### src/rtl/pc_sequencer_if.sv
// Sequencer bus: decode/ALU side drives the op and interrupt inputs,
// the sequencer returns the fetch address, stack occupancy and status.
interface pc_sequencer_if #(
  parameter int PC_W        = 12,
  parameter int STACK_DEPTH = 4
);
  localparam int SP_W = $clog2(STACK_DEPTH + 1);

  logic            step;
  logic [2:0]      op;
  logic            cond;
  logic [PC_W-1:0] target;
  logic            irq;
  logic            ie;
  logic [PC_W-1:0] pc;
  logic [SP_W-1:0] sp;
  logic            in_isr;
  logic            halted;
  logic            irq_ack;
  logic            ovf_err;
  logic            unf_err;

  modport master (
    output step, op, cond, target, irq, ie,
    input  pc, sp, in_isr, halted, irq_ack, ovf_err, unf_err
  );

  modport slave (
    input  step, op, cond, target, irq, ie,
    output pc, sp, in_isr, halted, irq_ack, ovf_err, unf_err
  );
endinterface

### src/rtl/pc_sequencer.sv
// Program-counter sequencer: eight sequencing ops, a return stack shared by
// calls and interrupts, halt/wake and sticky stack error flags.
module pc_sequencer #(
  parameter int              PC_W        = 12,
  parameter int              STACK_DEPTH = 4,
  parameter logic [PC_W-1:0] RESET_PC    = '0,
  parameter logic [PC_W-1:0] INT_VEC     = 12'h040
) (
  input logic           clk,
  input logic           rst,
  pc_sequencer_if.slave bus
);
  localparam int SP_W  = $clog2(STACK_DEPTH + 1);
  localparam int IDX_W = (STACK_DEPTH > 1) ? $clog2(STACK_DEPTH) : 1;
  localparam logic [SP_W-1:0] SP_FULL = SP_W'(STACK_DEPTH);

  typedef enum logic [2:0] {
    OP_NEXT = 3'b000,
    OP_SKIP = 3'b001,
    OP_JMP  = 3'b010,
    OP_JC   = 3'b011,
    OP_CALL = 3'b100,
    OP_RET  = 3'b101,
    OP_RETI = 3'b110,
    OP_HALT = 3'b111
  } op_e;

  logic [PC_W-1:0]  pc_r;
  logic [SP_W-1:0]  sp_r;
  logic             in_isr_r;
  logic             halted_r;
  logic             irq_ack_r;
  logic             ovf_err_r;
  logic             unf_err_r;
  logic [PC_W-1:0]  stack_r [STACK_DEPTH];

  logic [PC_W-1:0]  pc_inc1_s;
  logic [PC_W-1:0]  pc_inc2_s;
  logic             stack_full_s;
  logic             stack_empty_s;
  logic             take_s;
  logic [IDX_W-1:0] push_idx_s;
  logic [IDX_W-1:0] pop_idx_s;
  logic [PC_W-1:0]  pop_data_s;
  logic             push_en_s;
  logic [PC_W-1:0]  push_data_s;
  logic [PC_W-1:0]  pc_n_s;
  logic [SP_W-1:0]  sp_n_s;
  logic             in_isr_n_s;
  logic             halted_n_s;
  logic             irq_ack_n_s;
  logic             ovf_err_n_s;
  logic             unf_err_n_s;

  assign pc_inc1_s     = pc_r + PC_W'(1);
  assign pc_inc2_s     = pc_r + PC_W'(2);
  assign stack_full_s  = (sp_r == SP_FULL);
  assign stack_empty_s = (sp_r == SP_W'(0));
  assign push_idx_s    = sp_r[IDX_W-1:0];
  assign pop_idx_s     = push_idx_s - IDX_W'(1);
  assign pop_data_s    = stack_r[pop_idx_s];
  // A full stack defers the interrupt rather than flagging an error.
  assign take_s = bus.irq & bus.ie & ~in_isr_r & ~stack_full_s & (bus.step | halted_r);

  // Next-state selection: interrupt take, then halt hold, then the stepped op.
  always_comb begin
    pc_n_s      = pc_r;
    sp_n_s      = sp_r;
    in_isr_n_s  = in_isr_r;
    halted_n_s  = halted_r;
    irq_ack_n_s = 1'b0;
    ovf_err_n_s = ovf_err_r;
    unf_err_n_s = unf_err_r;
    push_en_s   = 1'b0;
    push_data_s = pc_r;
    if (take_s) begin
      push_en_s   = 1'b1;
      push_data_s = halted_r ? pc_inc1_s : pc_r;
      sp_n_s      = sp_r + SP_W'(1);
      pc_n_s      = INT_VEC;
      in_isr_n_s  = 1'b1;
      halted_n_s  = 1'b0;
      irq_ack_n_s = 1'b1;
    end else if (halted_r || !bus.step) begin
      pc_n_s = pc_r;
    end else begin
      case (op_e'(bus.op))
        OP_NEXT: pc_n_s = pc_inc1_s;
        OP_SKIP: pc_n_s = bus.cond ? pc_inc2_s : pc_inc1_s;
        OP_JMP:  pc_n_s = bus.target;
        OP_JC:   pc_n_s = bus.cond ? bus.target : pc_inc1_s;
        OP_CALL: begin
          if (!stack_full_s) begin
            push_en_s   = 1'b1;
            push_data_s = pc_inc1_s;
            sp_n_s      = sp_r + SP_W'(1);
            pc_n_s      = bus.target;
          end else begin
            ovf_err_n_s = 1'b1;
            pc_n_s      = pc_inc1_s;
          end
        end
        OP_RET, OP_RETI: begin
          if (!stack_empty_s) begin
            sp_n_s = sp_r - SP_W'(1);
            pc_n_s = pop_data_s;
          end else begin
            unf_err_n_s = 1'b1;
            pc_n_s      = pc_inc1_s;
          end
          if (op_e'(bus.op) == OP_RETI) begin
            in_isr_n_s = 1'b0;
          end else begin
            in_isr_n_s = in_isr_r;
          end
        end
        OP_HALT: halted_n_s = 1'b1;
        default: pc_n_s = pc_r;
      endcase
    end
  end

  // Architectural state and status registers with synchronous active-low reset.
  always_ff @(posedge clk) begin
    if (!rst) begin
      pc_r      <= RESET_PC;
      sp_r      <= SP_W'(0);
      in_isr_r  <= 1'b0;
      halted_r  <= 1'b0;
      irq_ack_r <= 1'b0;
      ovf_err_r <= 1'b0;
      unf_err_r <= 1'b0;
    end else begin
      pc_r      <= pc_n_s;
      sp_r      <= sp_n_s;
      in_isr_r  <= in_isr_n_s;
      halted_r  <= halted_n_s;
      irq_ack_r <= irq_ack_n_s;
      ovf_err_r <= ovf_err_n_s;
      unf_err_r <= unf_err_n_s;
    end
  end

  // Return-stack storage; contents are left untouched by reset.
  always_ff @(posedge clk) begin
    if (rst && push_en_s) begin
      stack_r[push_idx_s] <= push_data_s;
    end
  end

  assign bus.pc      = pc_r;
  assign bus.sp      = sp_r;
  assign bus.in_isr  = in_isr_r;
  assign bus.halted  = halted_r;
  assign bus.irq_ack = irq_ack_r;
  assign bus.ovf_err = ovf_err_r;
  assign bus.unf_err = unf_err_r;
endmodule
### src/flat_wrapper.sv
// flat-port wrapper written by rule: the top's interface ports become plain ports
module pc_sequencer_flat 
#(
  parameter int              PC_W        = 12,
  parameter int              STACK_DEPTH = 4,
  parameter logic [PC_W-1:0] RESET_PC    = '0,
  parameter logic [PC_W-1:0] INT_VEC     = 12'h040
)
  (clk, rst, bus_step, bus_op, bus_cond, bus_target, bus_irq, bus_ie, bus_pc, bus_sp, bus_in_isr, bus_halted, bus_irq_ack, bus_ovf_err, bus_unf_err);
  pc_sequencer_if #(.PC_W(PC_W), .STACK_DEPTH(STACK_DEPTH)) bus_i ();
  input logic clk;
  input logic rst;
  input wire logic [$bits(bus_i.step)-1:0] bus_step;
  input wire logic [$bits(bus_i.op)-1:0] bus_op;
  input wire logic [$bits(bus_i.cond)-1:0] bus_cond;
  input wire logic [$bits(bus_i.target)-1:0] bus_target;
  input wire logic [$bits(bus_i.irq)-1:0] bus_irq;
  input wire logic [$bits(bus_i.ie)-1:0] bus_ie;
  output wire logic [$bits(bus_i.pc)-1:0] bus_pc;
  output wire logic [$bits(bus_i.sp)-1:0] bus_sp;
  output wire logic [$bits(bus_i.in_isr)-1:0] bus_in_isr;
  output wire logic [$bits(bus_i.halted)-1:0] bus_halted;
  output wire logic [$bits(bus_i.irq_ack)-1:0] bus_irq_ack;
  output wire logic [$bits(bus_i.ovf_err)-1:0] bus_ovf_err;
  output wire logic [$bits(bus_i.unf_err)-1:0] bus_unf_err;
  assign bus_i.step = bus_step;
  assign bus_i.op = bus_op;
  assign bus_i.cond = bus_cond;
  assign bus_i.target = bus_target;
  assign bus_i.irq = bus_irq;
  assign bus_i.ie = bus_ie;
  assign bus_pc = bus_i.pc;
  assign bus_sp = bus_i.sp;
  assign bus_in_isr = bus_i.in_isr;
  assign bus_halted = bus_i.halted;
  assign bus_irq_ack = bus_i.irq_ack;
  assign bus_ovf_err = bus_i.ovf_err;
  assign bus_unf_err = bus_i.unf_err;
  pc_sequencer #(.PC_W(PC_W), .STACK_DEPTH(STACK_DEPTH), .RESET_PC(RESET_PC), .INT_VEC(INT_VEC)) u_core (.clk(clk), .rst(rst), .bus(bus_i));
endmodule
### config.mk
export PLATFORM = sky130hd
export DESIGN_NAME = pc_sequencer_flat
export DESIGN_NICKNAME = d
export VERILOG_FILES = /design/src/rtl/pc_sequencer_if.sv /design/src/rtl/pc_sequencer.sv /design/src/flat_wrapper.sv
export SDC_FILE = /design/constraint.sdc
export NUM_CORES = 1
export LEC_CHECK = 0
export CORE_ASPECT_RATIO = 2
export CORE_MARGIN = 4
export CORE_UTILIZATION = 57
export DETAILED_ROUTE_END_ITERATION = 7
export PLACE_DENSITY = 0.8
export SLEW_MARGIN = 15
export SYNTH_ARGS = -nofsm -noshare
export SYNTH_HDL_FRONTEND = slang
export SYNTH_SLANG_ARGS = --single-unit
export TNS_END_PERCENT = 20
### constraint.sdc
create_clock -name clk -period 2.97 [get_ports clk]
set_input_delay 0.891 -clock clk [delete_from_list [all_inputs] [get_ports clk]]
set_output_delay 0.891 -clock clk [all_outputs]
set_load 0.005 [all_outputs]
==> impl_metrics.tcl <==
set metrics [dict create \
    status "complete, no violations" \
    syn_to_final_growth_pct 26.5 \
    rsz0062_at_grt "no" \
    clock_sinks 68 \
    drtIter0Drc 428 \
    grtUsageTotal_pct 26.1 \
    ys_top_cells_by_area "edfxtp_1 (38%), dfxtp_1 (11%), mux4_2 (7.2%), xnor2_1 (4.4%), o21ai_0 (3.1%)" \
    r2r_end "u_core.stack_r[1][6]$_DFFE_PP_" \
    hp-start "u_core.bus.in_isr$_SDFFE_PN0P_" \
    start_util_pct 59.0 \
    worstPathRequired_ns 3.10 \
    grt_pass1_wl_um 15400 \
    post-route-period-util_pct 91.9 \
    syn_nets 365 \
    r2r_setup_slack_ns 0.54 \
    pwr-share-seq_pct 41.7 \
    hold_viol 0 \
    clk_pin_slew_ns 0.06 \
    clockBufferDepth 2 \
    internal-power_w 0.00195 \
    hold_class "register to register" \
    crit_type "input port to register" \
    whs_endpoint "u_core.bus.in_isr$_SDFFE_PN0P_" \
    maxSlewHeadroom_pct 63.6 \
    r2r-start "u_core.bus.sp[1]$_SDFFE_PN0P_" \
    cp_slowest_cell "clkdlybuf4s50_1" \
    antenna_found_initial 0 \
    yosysUniqueCellTypes 60 \
    setup_viol 0 \
    rows 41 \
    r2r_cells 8 \
    switchingPower_w 0.000693 \
    core_um2 6360 \
    syn_area_um2 3750 \
    synthCells 337 \
    cts_made_buffers 9 \
    worstSetupEndpointType "register" \
    drive_gt1_share_pct 18.0 \
    critical_path_peak_fanout 9 \
    num_antenna_cells 0 \
    fmax_mhz 367 \
    clock_power_share_pct 40.4 \
    ys_ff_latch 68 \
    placed_cell_area_um2 4450 \
    design.die.area_um2 8020 \
    synth_warnings 0 \
    ant_nets 0 \
    synth_top_area_cell "edfxtp_1" \
    io_pins 41 \
    fin_util_pct 74.6 \
    power_density_nw_per_um2 557 \
    synth_ff_type "edfxtp_1" \
    p_comb_share_pct 17.8 \
    critPathTopFamily "simple AND/OR/NAND/NOR gates" \
    post-dp-hpwl_um 7000 \
    synth-edff-count 48 \
    first_pass_iters 7 \
    postCtsHoldBufs 0 \
    path_cells "clkdlybuf4s50_1, or2_1, nor3b_1, mux2_4, nand2_1, nor2_1, xor2_1" \
    cp_num_buf_inv 1 \
    die_width_um 65.4 \
    wl_um 9990 \
    ys_seq_area_share_pct 49.1 \
    ctsResizeCount 0 \
    die_height_um 123 \
    cts-root-buf "clkbuf_16" \
    avgSynthCellArea_um2 11.1 \
    hold_ws_ns 0.497 \
    clk_latency_ns 0.34 \
    vdd_ir_drop_max_uv 569 \
    slowest_delay_ns 0.52 \
    hold_depth 2 \
    async_reset_ff_share_pct 0 \
    cts-htree-levels 3 \
    slew_viol_final 0 \
    tritoncts "built" \
    leakage_nw 1.67 \
    gr-total-overflow 0 \
    yosysMostFrequentCell "edfxtp_1" \
    grt_max_degree 23 \
    skew_ns 0.0105 \
    gp_congestion 0.925 \
    fin_nets 429 \
    grt_pass1_vias 3045 \
    port_buffers 40 \
    yosysTopAreaCellShare_pct 38.4 \
    remaining_drc_errors 0 \
    viasPerCell 6.28 \
    final_area_um2 4750 \
    dr_total_vias 3091 \
    synth_common_cells "edfxtp_1 (48), nand2_1 (27), o21ai_0 (23)" \
    drv_cap 0 \
    detail_route.wl_per_cell_um 20.3 \
    postCtsSetupRepairBufs 0 \
    critPathArrivalTime_ns 2.86 \
    post-route-min-period_ns 2.73 \
    tns_ns 0 \
    start_kind "input port" \
    worst_pin_slew_ns 0.545 \
    p_sw_share_pct 26.2 \
]
-- cell type report --
type	instances	area, um^2
sequential	68	1840
clock inverter	7	75.1
inverter	9	33.8
multi-input combinational	237	1750
clock buffer	9	225
tap	86	108
fill	464	1620
timing repair buffer	76	708
-- worst register-to-register path, stage by stage, from the launching register on --
cell     delay (ns)
dfxtp_1        0.38
inv_1          0.12
ha_1           0.31
a21bo_2        0.26
nor3b_1        0.26
mux2_4         0.28
nand2_1        0.13
nor2_1         0.20
xor2_1         0.29
-- cells by family (layout without fill, tap and decap cells) --
group	Yosys count	count (layout)	share of synthesized area [%]
fa+ha+maj	7	7	2.33
compound gates	88	88	16.0
xor+xnor	26	26	6.07
simple gates	99	99	13.6
mux	17	17	8.74
buf+inv	32	101	4.14
flops	68	68	49.1
-- state kept, by name, summed over array words and instances (netlist names) --
signal / cells
u_core.bus.pc: 12
u_core.bus.unf_err: 1
u_core.stack_r: 48
u_core.bus.ovf_err: 1
u_core.bus.halted: 1
u_core.bus.in_isr: 1
u_core.bus.sp: 3
u_core.bus.irq_ack: 1
-- worst max path at each step --
stage / start / to / slack (ns) / cells past startpoint
CTS: bus_op[1] / u_core.stack_r[2][6]$_DFFE_PP_ / 0.25 / 7
detailed placement: bus_op[1] / u_core.stack_r[2][6]$_DFFE_PP_ / -0.06 / 7
finish: bus_op[1] / u_core.stack_r[1][6]$_DFFE_PP_ / 0.24 / 7
global route: bus_op[1] / u_core.stack_r[2][6]$_DFFE_PP_ / 0.09 / 7
floorplan: u_core.bus.sp[0]$_SDFFE_PN0P_ / u_core.bus.pc[4]$_SDFFE_PP0P_ / 0.49 / 9
global placement: bus_op[1] / u_core.stack_r[1][6]$_DFFE_PP_ / 0.03 / 7
-- metal layers --
| metal | share of wire [%] | vias up | GRT usage, % | routed length (um) |
|---|---|---|---|---|
| met5 | 0 | - | 0 | 0 |
| met4 | 4.2 | 0 | 14.8 | 424 |
| met3 | 5.9 | 41 | 5.04 | 585 |
| met2 | 52 | 156 | 44.2 | 5190 |
| met1 | 38 | 1497 | 30.3 | 3790 |
| li1 | - | 1397 | - | - |
-- power groups by stage --
stage / clock, W / combinational (W) / sequential, W
after CTS: 0.00108 / 0.000466 / 0.00110
final: 0.00107 / 0.000471 / 0.00110
after global routing: 0.00112 / 0.000503 / 0.00111
after detailed placement: 0 / 0.000461 / 0.00112
after global placement: 0 / 0.000449 / 0.00112
after floorplan: 0 / 0.000291 / 0.00110
-- cells in the final DEF (no fill, tap or decap), types with 3 or more instances in the layout --
master           instances
edfxtp_1                48
clkdlybuf4s50_1         40
buf_4                   33
nand2_1                 27
o21ai_0                 23
dfxtp_1                 20
xnor2_1                 19
nor2_1                  18
nand3_1                 13
a21oi_1                 13
mux4_2                  12
and2_1                  10
inv_1                    9
clkbuf_16                9
a221oi_1                 8
xor2_1                   7
a31oi_1                  7
ha_1                     7
a211oi_1                 6
and3_1                   5
nand4_1                  4
nor3_1                   4
nand2b_1                 4
a22oi_1                  4
a221o_1                  3
o21ai_1                  3
buf_12                   3
-- through the flow --
stage | power (W) | worst slack [ns] | instances
finish | 0.00264 | 0.242 | 492
global placement | 0.00157 | 0.0329 | 476
global route | 0.00273 | 0.0929 | 492
detailed placement | 0.00158 | -0.0612 | 476
floorplan | 0.00139 | 0.489 | 337
CTS | 0.00264 | 0.247 | 492
No activity file was read; power rests on OpenSTA's default activity.
